<file path="src/rtl/mem_ctrl_pkg.sv">
// Shared types and the round-robin pick helper for the dual-port memory controller.
package mem_ctrl_pkg;

    typedef enum logic [1:0] {IDLE, STREAM, DONE} rd_state_t;

    localparam int MAX_REQ = 32;

    // First set bit of valid at or above ptr, wrapping at n.
    function automatic logic [MAX_REQ-1:0] rr_pick(
        input logic [MAX_REQ-1:0] valid,
        input int unsigned        ptr,
        input int unsigned        n
    );
        logic [MAX_REQ-1:0] grant;
        logic               found;
        int unsigned        idx;
        grant = '0;
        found = 1'b0;
        for (int unsigned k = 0; k < MAX_REQ; k++) begin
            if (k < n) begin
                idx = (ptr + k) % n;
                if (!found && valid[idx[4:0]]) begin
                    grant[idx[4:0]] = 1'b1;
                    found = 1'b1;
                end
            end
        end
        return grant;
    endfunction

endpackage

</file>
<file path="src/rtl/mem_dual_ctrl_rr_arbiter.sv">
// Combinational round-robin arbiter: one-hot grant from request vector and priority pointer.
module rr_arbiter
    import mem_ctrl_pkg::*;
#(
    parameter int N = 4,
    localparam int PW = $clog2(N)
) (
    input  logic [N-1:0]  valid,
    input  logic [PW-1:0] ptr,
    output logic [N-1:0]  grant
);

    logic [MAX_REQ-1:0] valid_ext;
    logic [MAX_REQ-1:0] pick;

    always_comb begin
        valid_ext = '0;
        valid_ext[N-1:0] = valid;
        pick = rr_pick(valid_ext, 32'(ptr), 32'(N));
        grant = pick[N-1:0];
    end

    if (N < MAX_REQ) begin : g_pad
        logic unused_hi;
        assign unused_hi = ^pick[MAX_REQ-1:N];
    end

endmodule

</file>
<file path="src/rtl/mem_dual_ctrl.sv">
// Dual-port memory controller: round-robin write arbitration plus a start/length read streamer.
// Define MEM_CTRL_WR_BYPASS_EN to forward in-flight write data instead of stalling on read-after-write.
module mem_dual_ctrl
    import mem_ctrl_pkg::*;
#(
    parameter int DEPTH    = 16,
    parameter int BIT_SIZE = 16,
    parameter int NUM_REQ  = 4,
    localparam int AW = $clog2(DEPTH)
) (
    input  logic                         clk,
    input  logic                         rst_n,
    input  logic [NUM_REQ-1:0]           wr_valid,
    input  logic [NUM_REQ*AW-1:0]        wr_addr,
    input  logic [NUM_REQ*BIT_SIZE-1:0]  wr_data,
    output logic [NUM_REQ-1:0]           wr_ready,
    output logic                         mem_we,
    output logic [AW-1:0]                mem_waddr,
    output logic [BIT_SIZE-1:0]          mem_wdata,
    output logic [AW-1:0]                mem_raddr,
    input  logic [BIT_SIZE-1:0]          mem_rdata,
    input  logic                         start,
    input  logic [AW-1:0]                base_addr,
    input  logic [AW:0]                  length,
    output logic                         busy,
    output logic                         done,
    output logic                         rd_valid,
    output logic [BIT_SIZE-1:0]          rd_data,
    input  logic                         rd_ready
);

    localparam int PW = $clog2(NUM_REQ);

    logic [PW-1:0]      rr_ptr;
    logic [NUM_REQ-1:0] grant;
    logic [PW-1:0]      gidx;
    logic               accept;

    rr_arbiter #(.N(NUM_REQ)) u_arb (
        .valid (wr_valid),
        .ptr   (rr_ptr),
        .grant (grant)
    );

    // Grant is forced low while reset is asserted.
    assign wr_ready = rst_n ? grant : '0;
    assign accept   = |(wr_valid & grant);

    always_comb begin
        gidx = '0;
        for (int i = 0; i < NUM_REQ; i++) begin
            if (grant[i]) gidx = PW'(i);
        end
    end

    always_ff @(posedge clk or negedge rst_n) begin
        if (!rst_n) begin
            rr_ptr    <= '0;
            mem_we    <= 1'b0;
            mem_waddr <= '0;
            mem_wdata <= '0;
        end else begin
            mem_we <= accept;
            if (accept) begin
                rr_ptr    <= (gidx == PW'(NUM_REQ - 1)) ? '0 : gidx + 1'b1;
                mem_waddr <= wr_addr[int'(gidx)*AW +: AW];
                mem_wdata <= wr_data[int'(gidx)*BIT_SIZE +: BIT_SIZE];
            end
        end
    end

    rd_state_t        state;
    rd_state_t        nstate;
    logic [AW-1:0]    ptr;
    logic [AW:0]      cnt;
    logic             hold;
    logic             hazard;
    logic             beat;

    assign mem_raddr = ptr;
    assign hazard    = (state == STREAM) && mem_we && (mem_waddr == ptr);
    assign beat      = rd_valid && rd_ready;
    assign done      = (state == DONE);

    always_comb begin
        nstate   = state;
        busy     = 1'b0;
        rd_valid = 1'b0;
        rd_data  = mem_rdata;
        unique case (state)
            IDLE: begin
                if (start) nstate = (length != '0) ? STREAM : DONE;
            end
            STREAM: begin
                busy = 1'b1;
`ifdef MEM_CTRL_WR_BYPASS_EN
                rd_valid = 1'b1;
                if (hazard && !hold) rd_data = mem_wdata;
`else
                // A beat already on the bus is never withdrawn.
                rd_valid = hold || !hazard;
`endif
                if (rd_valid && rd_ready && cnt == (AW+1)'(1)) nstate = DONE;
            end
            DONE: nstate = IDLE;
            default: nstate = IDLE;
        endcase
    end

    always_ff @(posedge clk or negedge rst_n) begin
        if (!rst_n) begin
            state <= IDLE;
            ptr   <= '0;
            cnt   <= '0;
            hold  <= 1'b0;
        end else begin
            state <= nstate;
            hold  <= rd_valid && !rd_ready;
            if (state == IDLE && start && length != '0) begin
                ptr <= base_addr;
                cnt <= length;
            end else if (beat) begin
                cnt <= cnt - 1'b1;
                // Address stays on the last beat once the stream ends.
                if (cnt != (AW+1)'(1))
                    ptr <= (ptr == AW'(DEPTH - 1)) ? '0 : ptr + 1'b1;
            end
        end
    end

endmodule

</file>
<file path="config.mk">
export PLATFORM = sky130hd
export DESIGN_NAME = mem_dual_ctrl
export DESIGN_NICKNAME = d
export VERILOG_FILES = /design/src/rtl/mem_ctrl_pkg.sv /design/src/rtl/mem_dual_ctrl_rr_arbiter.sv /design/src/rtl/mem_dual_ctrl.sv
export SDC_FILE = /design/constraint.sdc
export NUM_CORES = 1
export LEC_CHECK = 0
export BUFFER_PORTS_ARGS = -buffer_cell sky130_fd_sc_hd__buf_4
export CELL_PAD_IN_SITES_DETAIL_PLACEMENT = 1
export CELL_PAD_IN_SITES_GLOBAL_PLACEMENT = 1
export CORE_MARGIN = 4
export CORE_UTILIZATION = 31
export DETAILED_ROUTE_END_ITERATION = 12
export MAX_ROUTING_LAYER = met4
export PLACE_DENSITY = 0.86
export SYNTH_ARGS = -nofsm -noshare
export SYNTH_HDL_FRONTEND = slang
export SYNTH_SLANG_ARGS = --single-unit
</file>
<file path="constraint.sdc">
create_clock -name clk -period 3.55 [get_ports clk]
set_clock_uncertainty 0.1 [all_clocks]
set_input_delay 0.1775 -clock clk [delete_from_list [all_inputs] [get_ports clk]]
set_output_delay 0.1775 -clock clk [all_outputs]
set_load 0.1 [all_outputs]
</file>
==> results of run 1 <==
## synth_stat cells (2+ instances only)
master	number	area [um^2]
nor2b_1	6	37.54
xnor2_1	6	52.55
a221oi_1	3	26.28
mux2_4	17	255.2
inv_1	26	97.59
nand2_1	11	41.29
mux2i_1	22	220.2
a22o_1	4	35.03
nor3_1	5	25.02
clkbuf_1	8	30.03
or4_1	2	15.01
a21boi_0	2	15.01
and2_1	3	18.77
xor2_1	3	26.28
or3_1	2	12.51
mux2_2	4	45.04
dfrtp_1	35	875.8
buf_6	6	67.56
nand3_1	3	15.01
a21oi_1	5	25.02
ha_1	9	112.6
mux4_2	2	45.04
nor4b_1	2	17.52
nand2b_1	2	12.51
a31oi_1	2	12.51
nor2_1	8	30.03
o21ai_0	8	40.04
a221o_1	3	30.03
buf_4	16	120.1
a222oi_1	21	210.2
nor4_1	2	12.51
nor3b_1	3	22.52
## per-layer routing
metal	global-route usage (%)	vias up	wire length, um
li1	-	1199	-
met1	19.60	1244	3441
met2	30.89	127	4523
met3	4.913	18	818
met5	-	-	0
met4	5.828	0	174
## worst max-delay path: stages (launching register included)
cell and delay, ns:
dfrtp_1 0.35, inv_1 0.08, ha_1 0.36, mux4_2 0.53, nor2b_1 0.20, a22o_1 0.20, a221o_4 0.45, buf_4 0.19
mux2_4 0.30, a222oi_1 0.36, mux2i_1 0.13
## cell families after synthesis
group | count (synthesis) | share of synthesized area, %
buffers and inverters | 57 | 11.97
flip-flops | 35 | 32.73
AND/OR/NAND/NOR | 51 | 10.29
AO/OA/AOI/OAI | 53 | 16.32
adder cells (fa/ha/maj) | 9 | 4.208
multiplexers | 46 | 21.55
XOR/XNOR | 9 | 2.945
## registers in the layout, summed over array words and instances, names as in the netlist
register   cells
mem_raddr      4
mem_waddr      4
mem_wdata     16
cnt            5
mem_we         1
hold           1
rr_ptr         2
state          2
## through the flow
| stage | cells | utilization (%) | cell area [um^2] |
|---|---|---|---|
| after floorplan | 260 | - | 2696 |
| after global placement | 478 | 44.41 | 3686 |
| after detailed placement | 478 | 44.41 | 3686 |
| after CTS | 491 | 46.09 | 3825 |
| after global routing | 491 | 46.27 | 3840 |
| final | 491 | 46.27 | 3840 |
## timing repair
action,in CTS,in global routing
endpoints found under the setup margin,0,20
hold endpoints to repair,29,0
resized for setup,0,3
hold buffers,5,0
## path summary, 6_finish.rpt
check,start,endpoint,slack [ns]
min reg2reg,state[1]$_DFFE_PN0P_,state[1]$_DFFE_PN0P_,0.40
min,base_addr[0],mem_raddr[0]$_DFFE_PN0P_,0.02
max in group asynchronous,rst_n,mem_waddr[1]$_DFFE_PN0P_,2.57
max reg2reg,rr_ptr[0]$_DFFE_PN0P_,mem_wdata[7]$_DFFE_PN0P_,0.17
min in group asynchronous,rst_n,cnt[4]$_DFFE_PN0P_,0.26
max,rr_ptr[0]$_DFFE_PN0P_,mem_wdata[7]$_DFFE_PN0P_,0.17
## layout make-up
class                      instances  area (um^2)
sequential                        35        875.8
timing repair buffer             149         1131
tap                              105        131.4
fill                             958         4459
clock inverter                     3        20.02
clock buffer                       5        68.82
multi-input combinational        168         1515
inverter                          26        97.59
==> impl_metrics.env, run 1 <==
export IMPL_syn_inst=260
export IMPL_synth_warnings=0
export IMPL_final_common_cell="buf_4"
export IMPL_layout_nets=507
export IMPL_max_freq_mhz=296.1
export IMPL_outcome="finished, final reports clean"
export IMPL_worstMarginPinSlew_ns=0.6599
export IMPL_gp_congestion=0.8709
export IMPL_worstSetupEndpointType="register"
export IMPL_timing_final_ws_setup_ns=0.1728
export IMPL_start_util_pct=32.25
export IMPL_synth_cell_type_count=41
export IMPL_cp_arrival_ns=3.43
export IMPL_drc_errors=0
export IMPL_synth_ff_type="dfrtp_1"
export IMPL_h_tree_depth=2
export IMPL_whs_ns=0.01834
export IMPL_grt_pass1_vias=2901
export IMPL_r2r_cells=10
export IMPL_drive_gt1_share_pct=47.15
export IMPL_die_w_um=100.9
export IMPL_routedWlPerCell_um=18.24
export IMPL_cts_buffers=5
export IMPL_drt_pass1_iterations=5
export IMPL_post_route_period_util_pct=95.13
export IMPL_clock_latency_ns=0.29
export IMPL_synth_fp_nets=382
export IMPL_syn_avg_cell_area_um2=10.29
export IMPL_cp_start_kind="register"
export IMPL_syn_cell_area_mm2=0.002676
export IMPL_antenna_found_initial=0
export IMPL_area_delta_synth_final_pct=43.48
export IMPL_max_cap_violations=0
export IMPL_tns_ns=0
export IMPL_setup_viol=0
export IMPL_synth_edf_count=0
export IMPL_crit_type="register to register"
export IMPL_cts_setup_buffers=0
export IMPL_grt_start_max_net_pins=31
export IMPL_crit_required_ns=3.60
export IMPL_cts_tree="done"
export IMPL_async_flop_share_pct=100.0
export IMPL_maxSlewHeadroom_pct=55.38
export IMPL_coreArea_mm2=0.008299
export IMPL_antennaDiodeCount=0
export IMPL_pin_count=161
export IMPL_min_path_cells=2
export IMPL_num_vias=2588
export IMPL_fin_crit_ns=3.377
export IMPL_ant_nets=0
export IMPL_synth_seq_cells=35
export IMPL_layout_common_cells="buf_4, dfrtp_1, inv_1"
export IMPL_die_area_mm2=0.01018
export IMPL_drt_total_wl_um=8957
export IMPL_worst_setup_hold_path_clk_slew_ns=0.08
export IMPL_rsz0062_at_grt="no"
export IMPL_path_max_fanout=14
export IMPL_avgViaCountPerCell=5.271
export IMPL_clockBufferDepth=2
export IMPL_overflow=0
export IMPL_worstHoldPathType="primary input to register"
export IMPL_post_place_ws_ns=0.05893
export IMPL_port_buffer_count=128
export IMPL_die_y_um=100.9
export IMPL_num_rows=33
export IMPL_cts_sinks=35
export IMPL_cts_root_buffer="clkbuf_8"
export IMPL_hpwlAfterDp_um=7184
export IMPL_synth_seq_area_share_pct=32.73
export IMPL_grt_pass1_wl_um=14100
export IMPL_drtIter0Drc=106
export IMPL_hold_violations=0
export IMPL_slew_viol_final=0
export IMPL_grt_use_total_pct=17.76
Power of run 1 is left out: the tool's default activity adds up to more than one toggle a clock period on the data nets, which glitch-free logic cannot reach.
==> run 2, diff against run 1 <==
--- a/config.mk
+++ b/config.mk
@@ -11,7 +11,6 @@
 export CORE_MARGIN = 4
 export CORE_UTILIZATION = 31
 export DETAILED_ROUTE_END_ITERATION = 12
-export MAX_ROUTING_LAYER = met4
 export PLACE_DENSITY = 0.86
 export SYNTH_ARGS = -nofsm -noshare
 export SYNTH_HDL_FRONTEND = slang
==> run 2 against run 1 <==
Worst setup slack improved by 0.0047 ns. Count of clock-buffer cells in the layout unchanged. Sequential share of layout area unchanged. Critical path depth stayed put. Register-to-register slack is essentially flat. Routed wire length decreased by 0.18%. First-iteration DRC count up 8.5%. Cell count unchanged. Maximum frequency up 0.14%.
==> impl_metrics.env, run 2 (synthesis results as in run 1) <==
export IMPL_num_vias=2597
export IMPL_cts_tree="done"
export IMPL_die_w_um=100.9
export IMPL_holdPathEnd="mem_raddr[0]$_DFFE_PN0P_"
export IMPL_layout_nets=507
export IMPL_max_freq_mhz=296.5
export IMPL_fin_crit_ns=3.372
export IMPL_crit_cells=10
export IMPL_drt_pass1_iterations=7
export IMPL_drc_errors=0
export IMPL_crit_type="register to register"
export IMPL_holdCritStartpoint="base_addr[0]"
export IMPL_largest_registers="mem_wdata x16, cnt x5"
export IMPL_outcome="finished, final reports clean"
export IMPL_final_common_cell="buf_4"
export IMPL_max_cap_violations=0
export IMPL_crit_required_ns=3.60
export IMPL_coreArea_mm2=0.008299
export IMPL_maxSlewHeadroom_pct=55.38
export IMPL_start_util_pct=32.25
export IMPL_layout_common_cells="buf_4, dfrtp_1, inv_1"
export IMPL_hpwlAfterDp_um=7184
export IMPL_regToRegEndpoint="mem_wdata[7]$_DFFE_PN0P_"
export IMPL_fillers=958
export IMPL_h_tree_depth=2
export IMPL_r2r_start="rr_ptr[0]$_DFFE_PN0P_"
export IMPL_worstHoldPathType="primary input to register"
export IMPL_port_buffer_count=128
export IMPL_crit_family="compound AO/OA/AOI/OAI gates"
export IMPL_die_area_mm2=0.01018
export IMPL_critPathSlowestCell="mux4_2"
export IMPL_cts_buffers=5
export IMPL_antenna_found_initial=0
export IMPL_num_rows=33
export IMPL_slew_viol_final=0
export IMPL_overflow=0
export IMPL_cp_start_kind="register"
export IMPL_worstMarginPinSlew_ns=0.6599
export IMPL_crit_chain="inv_1, ha_1, mux4_2, nor2b_1, a22o_1, a221o_4, buf_4, mux2_4, a222oi_1, mux2i_1"
export IMPL_drt_total_wl_um=8941
export IMPL_antennaDiodeCount=0
export IMPL_pin_count=161
export IMPL_hold_violations=0
export IMPL_ant_nets=0
export IMPL_multiInputGateArea_mm2=0.001515
export IMPL_clockBufferDepth=2
export IMPL_path_buf_inv=2
export IMPL_largest_reg_flops=16
export IMPL_area_delta_synth_final_pct=43.48
export IMPL_avgViaCountPerCell=5.289
export IMPL_gp_congestion=0.8572
export IMPL_setup_viol=0
export IMPL_r2r_slack_ns=0.18
export IMPL_clock_latency_ns=0.29
export IMPL_grt_pass1_vias=2897
export IMPL_cts_root_buffer="clkbuf_8"
export IMPL_worstSetupEndpointType="register"
export IMPL_worst_setup_hold_path_clk_slew_ns=0.08
export IMPL_min_path_cells=2
export IMPL_r2r_cells=10
export IMPL_drtIter0Drc=115
export IMPL_die_y_um=100.9
export IMPL_grt_use_total_pct=17.26
export IMPL_register_area_um2=875.8
export IMPL_drive_gt1_share_pct=47.15
export IMPL_path_max_fanout=14
export IMPL_cts_sinks=35
export IMPL_routedWlPerCell_um=18.21
export IMPL_tns_ns=0
export IMPL_regMostFlops="mem_wdata"
export IMPL_rsz0062_at_grt="no"
export IMPL_grt_pass1_wl_um=14100
export IMPL_post_route_period_util_pct=95.00
export IMPL_cp_arrival_ns=3.43
export IMPL_grt_start_max_net_pins=31
export IMPL_cpPeakStageDelay_ns=0.53
## run 2: cell counts in the layout (fill, tap and decap cells not counted)
No cell type changed its count.
## run 2: worst max-delay path by stage
stage,slack [ns],to,from
CTS,0.06,mem_wdata[11]$_DFFE_PN0P_,rr_ptr[0]$_DFFE_PN0P_
finish,0.18,mem_wdata[7]$_DFFE_PN0P_,rr_ptr[0]$_DFFE_PN0P_
global route,0.05,mem_wdata[11]$_DFFE_PN0P_,rr_ptr[0]$_DFFE_PN0P_
global placement,0.20,mem_waddr[2]$_DFFE_PN0P_,rr_ptr[0]$_DFFE_PN0P_
detailed placement,0.06,mem_wdata[7]$_DFFE_PN0P_,rr_ptr[0]$_DFFE_PN0P_
floorplan,0.17,wr_ready[1],rr_ptr[0]$_DFFE_PN0P_
## run 2: metrics by stage
step,cell area (um^2),hold WS [ns],instances,setup slack [ns],util (%)
final,3840,0.01778,491,0.1775,46.27
after global routing,3840,0.007941,491,0.05048,46.27
after detailed placement,3686,0.04049,478,0.05893,44.41
after floorplan,2696,-0.2181,260,0.1717,-
after global placement,3686,0.03320,478,0.2045,44.41
after CTS,3825,0.0001718,491,0.05758,46.09
## run 2: cell type report
| type | count | share of cell area, % |
|---|---|---|
| tap | 105 | 3.421 |
| inverter | 26 | 2.542 |
| multi-input combinational | 168 | 39.46 |
| sequential | 35 | 22.81 |
| clock inverter | 3 | 0.5213 |
| timing repair buffer | 149 | 29.46 |
| clock buffer | 5 | 1.792 |
## run 2: what timing repair did
action                                  in CTS  in global routing
endpoints found under the setup margin       0                 20
resized for setup                            0                  3
setup buffers                                0                  0
hold buffers                                 5                  0
endpoints found under the hold margin       29                  0
## run 2: per-layer routing
metal / up-vias / wire [um] / global-route usage [%]
li1: 1198 / - / -
met1: 1257 / 3412 / 19.09
met2: 128 / 4524 / 30.89
met3: 14 / 873 / 5.744
met4: 0 / 131 / 5.828
met5: - / 0 / 0
Power of run 2 is left out for the same reason.
